`src/rtl/jtframe_pkg.sv`:
```
// Shared types and constants for the ROM client: FSM states, SDRAM address width
// and the WAIT-state timeout limit.
package jtframe_pkg;

  localparam int unsigned SDRAM_AW      = 22;
  localparam int unsigned TIMEOUT_LIMIT = 255;

  typedef logic [SDRAM_AW-1:0] sdram_addr_t;

  typedef enum logic [1:0] {
    IDLE = 2'd0,
    REQ  = 2'd1,
    WAIT = 2'd2
  } state_e;

endpackage

```
`src/rtl/jtframe_rom_client.sv`:
```
// Single-line (32-bit) ROM cache between a game and the SDRAM controller.
// Optional JTFRAME_ROMRQ_TIMEOUT_EN: re-issue the request after TIMEOUT_LIMIT idle WAIT cycles.
module jtframe_rom_client
  import jtframe_pkg::*;
#(
  parameter int unsigned AW     = 17,
  parameter sdram_addr_t OFFSET = 22'h0
) (
  input  logic                clk_rom,
  input  logic                rst_n,
  input  logic                loop_rst,
  input  logic                downloading,
  input  logic                cs,
  input  logic [AW-1:0]       addr,
  output logic [15:0]         dout,
  output logic                data_ok,
  output logic                sdram_req,
  input  logic                sdram_ack,
  output logic [SDRAM_AW-1:0] sdram_addr,
  input  logic [31:0]         data_read,
  input  logic                data_rdy
);

  localparam int unsigned TW = AW - 1;

  state_e          state_q, state_d;
  logic            valid_q, valid_d;
  logic [TW-1:0]   tag_q, tag_d;
  logic [TW-1:0]   pend_q, pend_d;
  logic [31:0]     line_q, line_d;
  sdram_addr_t     addr_q, addr_d;
  logic            req_q, req_d;
  logic            inval;
  logic            hit;
  logic            capture;
`ifdef JTFRAME_ROMRQ_TIMEOUT_EN
  logic [7:0]      cnt_q, cnt_d;
  logic            timeout;
`endif

  assign inval   = loop_rst | downloading;
  assign hit     = cs & valid_q & (tag_q == addr[AW-1:1]) & (state_q == IDLE);
  // Data is taken in WAIT, or in REQ when ack and data arrive together
  assign capture = data_rdy & ((state_q == WAIT) | ((state_q == REQ) & sdram_ack));
`ifdef JTFRAME_ROMRQ_TIMEOUT_EN
  assign timeout = (state_q == WAIT) & (cnt_q == 8'(TIMEOUT_LIMIT - 1));
`endif

  // Hit path is combinational so the game sees data with zero latency
  assign data_ok    = hit;
  assign dout       = addr[0] ? line_q[31:16] : line_q[15:0];
  assign sdram_req  = req_q;
  assign sdram_addr = addr_q;

  // State register
  always_ff @(posedge clk_rom or negedge rst_n) begin
    if (!rst_n) begin
      state_q <= IDLE;
      valid_q <= 1'b0;
      tag_q   <= '0;
      pend_q  <= '0;
      line_q  <= '0;
      addr_q  <= '0;
      req_q   <= 1'b0;
`ifdef JTFRAME_ROMRQ_TIMEOUT_EN
      cnt_q   <= '0;
`endif
    end else begin
      state_q <= state_d;
      valid_q <= valid_d;
      tag_q   <= tag_d;
      pend_q  <= pend_d;
      line_q  <= line_d;
      addr_q  <= addr_d;
      req_q   <= req_d;
`ifdef JTFRAME_ROMRQ_TIMEOUT_EN
      cnt_q   <= cnt_d;
`endif
    end
  end

  // Next-state logic
  always_comb begin
    state_d = state_q;
    if (inval) begin
      state_d = IDLE;
    end else begin
      case (state_q)
        IDLE: if (cs && !hit) state_d = REQ;
        REQ:  if (sdram_ack) state_d = data_rdy ? IDLE : WAIT;
        WAIT: begin
          if (data_rdy) state_d = IDLE;
`ifdef JTFRAME_ROMRQ_TIMEOUT_EN
          else if (timeout) state_d = REQ;
`endif
        end
        default: state_d = IDLE;
      endcase
    end
  end

  // Datapath / registered outputs
  always_comb begin
    valid_d = valid_q;
    tag_d   = tag_q;
    pend_d  = pend_q;
    line_d  = line_q;
    addr_d  = addr_q;
    req_d   = (state_d == REQ);
`ifdef JTFRAME_ROMRQ_TIMEOUT_EN
    cnt_d   = ((state_q == WAIT) && (state_d == WAIT)) ? cnt_q + 8'd1 : 8'd0;
`endif
    if (inval) begin
      valid_d = 1'b0;
    end else begin
      if ((state_q == IDLE) && (state_d == REQ)) begin
        pend_d = addr[AW-1:1];
        addr_d = OFFSET + sdram_addr_t'({addr[AW-1:1], 1'b0});
      end
      if (capture) begin
        line_d  = data_read;
        tag_d   = pend_q;
        valid_d = 1'b1;
      end
    end
  end

endmodule

```
`config.mk`:
```
export PLATFORM = sky130hd
export DESIGN_NAME = jtframe_rom_client
export DESIGN_NICKNAME = d
export VERILOG_FILES = /design/src/rtl/jtframe_pkg.sv /design/src/rtl/jtframe_rom_client.sv
export SDC_FILE = /design/constraint.sdc
export NUM_CORES = 1
export LEC_CHECK = 0
export ABC_AREA = 1
export BUFFER_PORTS_ARGS = -buffer_cell sky130_fd_sc_hd__buf_4
export CAP_MARGIN = 0
export CELL_PAD_IN_SITES_DETAIL_PLACEMENT = 0
export CELL_PAD_IN_SITES_GLOBAL_PLACEMENT = 1
export CORE_MARGIN = 1.5
export CORE_UTILIZATION = 34
export DETAILED_ROUTE_END_ITERATION = 8
export PLACE_DENSITY_LB_ADDON = 0.1
export SETUP_SLACK_MARGIN = 0.5
export SYNTH_ARGS = -nofsm -noshare
export SYNTH_HDL_FRONTEND = slang
export SYNTH_SLANG_ARGS = --single-unit
export TNS_END_PERCENT = 5
```
`constraint.sdc`:
```
create_clock -name clk_rom -period 1.4 [get_ports clk_rom]
set_input_delay 0.21 -clock clk_rom [delete_from_list [all_inputs] [get_ports clk_rom]]
set_output_delay 0.21 -clock clk_rom [all_outputs]
set_load 0.05 [all_outputs]
```
# Word level (Yosys, flattened, before mapping)
# Cells that the tools add are included.
word_totals:
  regBits: 68
  in_bits: 56
  out_inout_bits: 40
  wordCells: 34
classes:
  n_eq_ne: 4
  mux: 9
  bitwise_logic: 8
  reduce_logical: 7
ops:
  columns: ["op", "count"]
  rows:
  - ["== test 16 bit", 1]
  - ["two-way mux 16 bit", 1]
  - ["two-way mux 2 bit", 5]
  - ["case mux 2 bit (3 select lines)", 1]
  - ["bitwise AND 1 bit", 5]
  - ["== test 2 x 1 -> 1 bit (second input constant)", 2]
  - ["AND reduction 2 bit", 2]
  - ["== test 2 bit (second input constant)", 1]
  - ["logical AND 1 bit", 2]
  - ["zero test 2 bit", 1]
  - ["two-way mux 1 bit", 2]
  - ["bitwise OR 1 bit", 2]
  - ["nonzero test 2 bit", 1]
  - ["zero test 1 bit", 1]
  - ["NOT 1 bit", 1]

# Depth between registers and ports, before layout
# Gate-level depths: netlist of run 1.
depth:
  word_depth: 11
  mapped_depth: 13
  ltp_nobuf: 12

# Worst setup path after synthesis of run 1
# No wires, ideal clock.
synth_timing:
  path_kind: "register -> output"
  startpoint: "reg state_q[0]"
  endpoint: "out data_ok"
  arrival_time_ns: 2.312
  required_time_ns: 1.190
  slack_ns: -1.122
  stages_incl_launch_ff: 6
  n_path_buf: 0
  cell_sequence: "dfrtp_1 -> nor2_2 -> nand2_1 -> nor3_1 -> nand3_1 -> nor4_1"
synth_between:
  elab_chain_len: 2
synth_rtl:
  columns: ["item", "line_no", "source"]
  rows:
  - ["from (decl)", "jtframe_rom_client.sv:26", "state_e state_q, state_d;"]
  - ["from (signal assigned)", "jtframe_rom_client.sv:69", "state_q <= state_d;"]
  - ["zero test 2 bit", "jtframe_rom_client.sv:42", "assign hit = cs & valid_q & (tag_q == addr[AW-1:1]) & (state_q == IDLE);"]
  - ["bitwise AND 1 bit", "jtframe_rom_client.sv:42", null]
  - ["to (decl)", "jtframe_rom_client.sv:16", "output logic data_ok,"]
# No other way between the ends.

# Final worst setup path of run 1
layout_timing:
  startpoint: "reg tag_q[12]"
  endpoint: "out data_ok"
layout_between:
  elab_chain_len: 3
layout_rtl:
  columns: ["item", "line_no", "source"]
  rows:
  - ["from (decl)", "jtframe_rom_client.sv:28", "logic [TW-1:0] tag_q, tag_d;"]
  - ["from (signal assigned)", "jtframe_rom_client.sv:71", "tag_q <= tag_d;"]
  - ["== test 16 bit", "jtframe_rom_client.sv:42", null]
  - ["bitwise AND 1 bit (2 in a row)", "jtframe_rom_client.sv:42", null]
# No other way between the ends.

==> run_results.csv, run 1 <==
group,metric,value,unit
layout,nNetsFinal,564,
synth,yosysWarningCount,0,
setup_path,critPathSlowestCell,"dfrtp_1",
die,ios,96,
layout,num-fill-cells,871,
timing,finalCritPeriodShare,136.4,%
clocking,cts_buffers,9,
routing,initialDrtViolationCount,78,
timing,final-hold-violation-count,0,
synth,synth_seq_cells,68,
setup_path,crit_buf_inv,1,
layout,utilization,53.96,%
synth,synth_area_leaders,"dfrtp_1, nand2_1, mux2_2",
layout,area_delta_synth_final,54.58,%
worst_hold_path,worstHoldEndpoint,"state_q[1]$_DFF_PN0_",
layout,drive_gt1_share,44.64,%
die,die_area,10080,um^2
synth,synthCells,371,
die,die_w,100.4,um
routing,drt_pass1_iterations,4,
die,fp-row-count,35,
power_and_ir_drop,power,6.945,mW
placement,gp_congestion,0.7437,
global_routing,first_global_vias,2944,
timing,fmax,0.5236,GHz
placement,hpwl,6038,um
routing,drcViolationCount,0,
worst_hold_path,hold_start,"data_rdy",
routing,viasPerCell,4.514,
layout,layout_common_cells,"buf_4, nand2_1, dfrtp_1, buf_6, inv_1",
die,die_y,100.4,um
power_and_ir_drop,power_density,1393,nW/um^2
setup_path,regToRegSetupSlack,-0.25,ns
clocking,cts_tree,"done",
synth,syn-mean-instance-area,8.694,um^2
synth,netlist_area,3226,um^2
timing,slew_viol_final,0,
routing,wl,8658,um
clocking,root_buffer,"clkbuf_8",
synth,seq_area_frac_synth,52.75,%
setup_path,cp_top_family,"simple AND/OR/NAND/NOR gates",
layout,final_common_cell,"buf_4",
global_routing,overflow,0,
timing,setup_ws,-0.5100,ns
clocking,clk_path_buf_depth,2,
synth,synth_top_area_share,52.75,%
power_and_ir_drop,leakage,2.589,nW
clocking,clock-sinks,68,
power_and_ir_drop,peakVddDrop,688.0,uV
setup_path,worstPathArrival,1.70,ns
placement,portBuffers,89,
setup_path,required,1.19,ns
setup_path,cp-start-kind,"flip-flop",
worst_hold_path,hold_class,"in -> reg",
timing,setup_viol,44,
die,coreArea,9240,um^2
setup_path,cp_slowest_stage_delay,0.41,ns
die,floorplan.initialDensity,34.91,%
setup_path,cpMostUsedCell,"nand3_1",
global_routing,grt_max_degree,35,
clocking,htreeDepth,3,
outcome,failed_checks,"setup timing",
routing,dr_total_vias,2898,
timing,rsz0062_at_grt,"yes",
synth,synth_area_leader_cell,"dfrtp_1",
routing,post_drt_wl_per_cell,13.49,um
setup_path,r2r-start,"state_q[0]$_DFF_PN0_",
timing,period_needed,1.910,ns
global_routing,track_usage,18.29,%
synth,synth.distinct_cells,28,
routing,antenna_left,0,
setup_path,r2r_cells,12,
clocking,insertion_delay,0.34,ns
setup_path,worstPathMaxFanout,2,
setup_path,path_cells,"xnor2_2 -> nand3_1 -> nor3_2 -> nand3_1 -> nor4_4 -> buf_6",
setup_path,path_class,"reg -> out",
global_routing,grt_pass1_wl,14250,um
job,max_cap_violations,0,
setup_path,startpoint,"tag_q[12]$_DFFE_PN0P_",
worst_hold_path,hold_depth,2,
clocking,path_clk_slew,0.08,ns
outcome,status,"complete, but fails checks",
global_routing,antenna_found_initial,0,
timing,fin_skew,0.006911,ns
layout,insertedDiodeCount,0,
setup_path,r2r_end,"pend_q[14]$_DFFE_PN0P_",
setup_path,worstSetupEndpointType,"output port",
-- sequential cells by signal, summed over array words and instances, names as in the netlist --
signal and cells:
sdram_req 1, pend_q 16, line_q 32, valid_q 1, state_q 2, tag_q 16
-- area by class of cell --
cell class              count  area [um^2]  area share, %
multi-input cells         243         1493          29.94
flip-flops and latches     68         1702          34.13
well taps                 129        161.4          3.237
repair buffers            142         1290          25.87
clock inverters             7        51.30          1.029
inverters                  44        165.2          3.312
clock buffers               9        123.9          2.484
-- synthesized netlist by cell type --
library cell	count
nand2_1	88
dfrtp_1	68
inv_1	44
nor2_1	38
a21oi_1	31
nand4_1	20
mux2_2	18
o21ai_0	17
buf_4	7
nand3_1	7
buf_2	6
clkbuf_1	6
xnor2_1	3
mux2_1	2
nor2_2	2
or2_2	2
a2111oi_0	1
buf_1	1
buf_6	1
buf_8	1
conb_1	1
nand2_2	1
nand2_4	1
nand3_4	1
nand3b_1	1
nor3_1	1
nor3b_1	1
nor4_1	1
-- cells by family (layout without fill, tap and decap cells) --
logic type	count (synthesis)	in the layout	synth area share [%]
DFF	68	68	52.75
AOI/OAI and AO/OA	49	49	7.719
other	1	6	0.1163
and+or+nand+nor	164	165	22.30
muxes	20	20	6.982
buffers and inverters	66	202	9.309
xor gates and xnor gates	3	3	0.8147
-- per-stage QoR --
| step | setup slack [ns] | TNS [ns] | instance area (um^2) | hold WS [ns] | std cells |
|---|---|---|---|---|---|
| 6_report | -0.5100 | -5.413 | 4986 | 0.06858 | 642 |
| 5_1_grt | -0.6620 | -9.650 | 4986 | 0.05617 | 642 |
| 4_1_cts | -0.5751 | -5.441 | 4833 | 0.05268 | 640 |
| 3_5_place_dp | -0.2677 | -5.886 | 4410 | 0.1086 | 621 |
| 3_3_place_gp | -0.2512 | -5.388 | 4410 | 0.1017 | 621 |
| 2_1_floorplan | -0.2569 | -3.955 | 3304 | -0.08559 | 376 |
-- routing by layer --
metal | share of wire [%] | wire length (um) | vias to the layer above | global-route usage (%)
li1 | - | - | 1457 | -
met1 | 44 | 3773 | 1364 | 23.51
met2 | 51 | 4418 | 65 | 30.98
met3 | 3.8 | 333 | 12 | 3.412
met4 | 1.5 | 131 | 0 | 6.284
met5 | 0 | 0 | - | 0
-- what timing repair did --
item,in CTS,in global routing
resized for setup,61,35
hold endpoints to repair,14,0
hold buffers,1,0
cloned,1,0
pin swaps,14,13
setup buffers,1,2
setup endpoints to repair,102,102
-- how the worst max path moves through the flow --
stage | cells past startpoint | endpoint
after floorplan | 5 | data_ok
after global placement | 6 | data_ok
after detailed placement | 6 | data_ok
after CTS | 6 | data_ok
after global routing | 6 | data_ok
final | 6 | data_ok
-- power by group --
group / switching [mW] / leakage [nW] / internal (mW) / total, mW
clock: 0.835 / 0.0860 / 0.651 / 1.49
sequential: 0.279 / 0.804 / 2.41 / 2.69
combinational: 1.57 / 1.70 / 1.20 / 2.77
total: 2.68 / 2.59 / 4.26 / 6.94
Power figures use the tool's default switching activity.
==> run 2, diff against run 1 <==
- CORE_UTILIZATION: 34 -> 35
- CTS_BUF_LIST: not set -> sky130_fd_sc_hd__clkbuf_8
==> run_results.csv, run 2 (synthesis gave the netlist of run 1 again) <==
group,metric,value,unit
clocking,clk_path_buf_depth,2,
layout,postLayoutCellArea,4878,um^2
layout,utilization,55.40,%
layout,final_common_cell,"buf_4",
setup_path,worstSetupEndpointType,"output port",
die,fp-row-count,34,
global_routing,grt_max_degree,69,
die,floorplan.initialDensity,36.63,%
routing,drcViolationCount,8,
setup_path,r2r-start,"tag_q[9]$_DFFE_PN0P_",
timing,rsz0062_at_grt,"yes",
routing,dr_total_vias,2911,
clocking,root_buffer,"clkbuf_8",
global_routing,track_usage,18.39,%
timing,period_needed,1.934,ns
timing,final-hold-violation-count,0,
power_and_ir_drop,leakage,2.546,nW
power_and_ir_drop,power_density,1442,nW/um^2
placement,portBuffers,89,
routing,wl,8450,um
worst_hold_path,hold_class,"in -> reg",
outcome,status,"complete, but fails checks",
timing,slew_viol_final,0,
layout,final_cells,613,
clocking,htreeDepth,3,
setup_path,path_class,"reg -> out",
setup_path,cp-start-kind,"flip-flop",
global_routing,antenna_found_initial,0,
routing,viasPerCell,4.749,
setup_path,startpoint,"tag_q[9]$_DFFE_PN0P_",
timing,setup_ws,-0.5335,ns
layout,largest_reg_flops,32,
global_routing,overflow,0,
timing,fmax,0.5172,GHz
setup_path,worstPathArrival,1.72,ns
layout,reg_top3,"line_q x32, pend_q x16, tag_q x16",
placement,gp_congestion,0.7543,
layout,area_delta_synth_final,51.24,%
routing,initialDrtViolationCount,125,
outcome,failed_checks,"DRC, setup timing",
routing,drt_pass1_iterations,9,
timing,finalCritPeriodShare,138.1,%
routing,post_drt_wl_per_cell,13.78,um
clocking,insertion_delay,0.34,ns
setup_path,worstPathMaxFanout,2,
placement,post-place-cells,594,
clocking,path_clk_slew,0.07,ns
placement,placed_area,4327,um^2
layout,layout_common_cells,"buf_4, nand2_1, dfrtp_1, buf_6",
die,die_w,99,um
die,ios,96,
die,coreArea,8806,um^2
job,max_cap_violations,0,
layout,largest_register,"line_q",
setup_path,required,1.19,ns
placement,hpwl,5667,um
setup_path,r2r_cells,9,
layout,insertedDiodeCount,0,
power_and_ir_drop,power,7.037,mW
global_routing,first_global_vias,2895,
global_routing,grt_pass1_wl,14030,um
clocking,clock-sinks,68,
placement,dpl_worst_slack,-0.2499,ns
setup_path,regToRegSetupSlack,-0.24,ns
setup_path,worstSetupEndpoint,"data_ok",
timing,fin_skew,0.007491,ns
die,die_y,99,um
layout,nNetsFinal,556,
timing,setup_viol,45,
timing,tns,-6.048,ns
die,die_area,9801,um^2
setup_path,r2r_end,"pend_q[6]$_DFFE_PN0P_",
clocking,cts_buffers,9,
layout,drive_gt1_share,44.55,%
timing,timing.hold.ws,0.07371,ns
power_and_ir_drop,peakVddDrop,556.2,uV
routing,antenna_left,0,
clocking,cts_tree,"done",
-- run 2: worst min path at each step --
stage,start,depth (start not counted),to,slack (ns)
global route,data_read[26],2,line_q[26]$_DFFE_PN0P_,0.06
finish,data_rdy,2,state_q[1]$_DFF_PN0_,0.07
CTS,data_rdy,2,state_q[1]$_DFF_PN0_,0.05
global placement,rst_n,2,line_q[9]$_DFFE_PN0P_,0.25
detailed placement,rst_n,2,line_q[25]$_DFFE_PN0P_,0.25
floorplan,rst_n,0,line_q[0]$_DFFE_PN0P_,-0.09
-- run 2: final cells by class --
cell class              instances  area (um^2)
inverters                      44        165.2
clock inverters                 6        63.81
well taps                     108        135.1
fillers                       818         3928
repair buffers                134         1181
flip-flops and latches         68         1702
multi-input cells             243         1494
clock buffers                  10        137.6
-- run 2: report_power, final --
part           switching [mW]  internal (mW)
registers               0.277           2.41
clock network           0.767          0.868
logic                    1.56           1.15
-- run 2: critical path: stages (launching register included) --
cell,delay [ns]
dfrtp_1,0.38
buf_4,0.14
nand2_2,0.05
nand4_1,0.16
buf_4,0.20
nor4_4,0.27
buf_6,0.20
-- run 2: timing repair --
action / 4_1_cts / 5_1_grt
pin swaps: 5 / 10
resized for setup: 64 / 31
buffers inserted: 0 / 1
endpoints found under the setup margin: 102 / 102
gates cloned: 1 / 0
hold buffers: 1 / 0
endpoints found under the hold margin: 68 / 0
-- run 2: per-layer routing --
metal,vias to the layer above,share of wire [%],GRT usage [%]
met3,2,4.3,4.113
met5,-,0,0
met4,0,0.52,5.604
li1,1442,-,-
met2,67,50,29.07
met1,1400,46,25.28
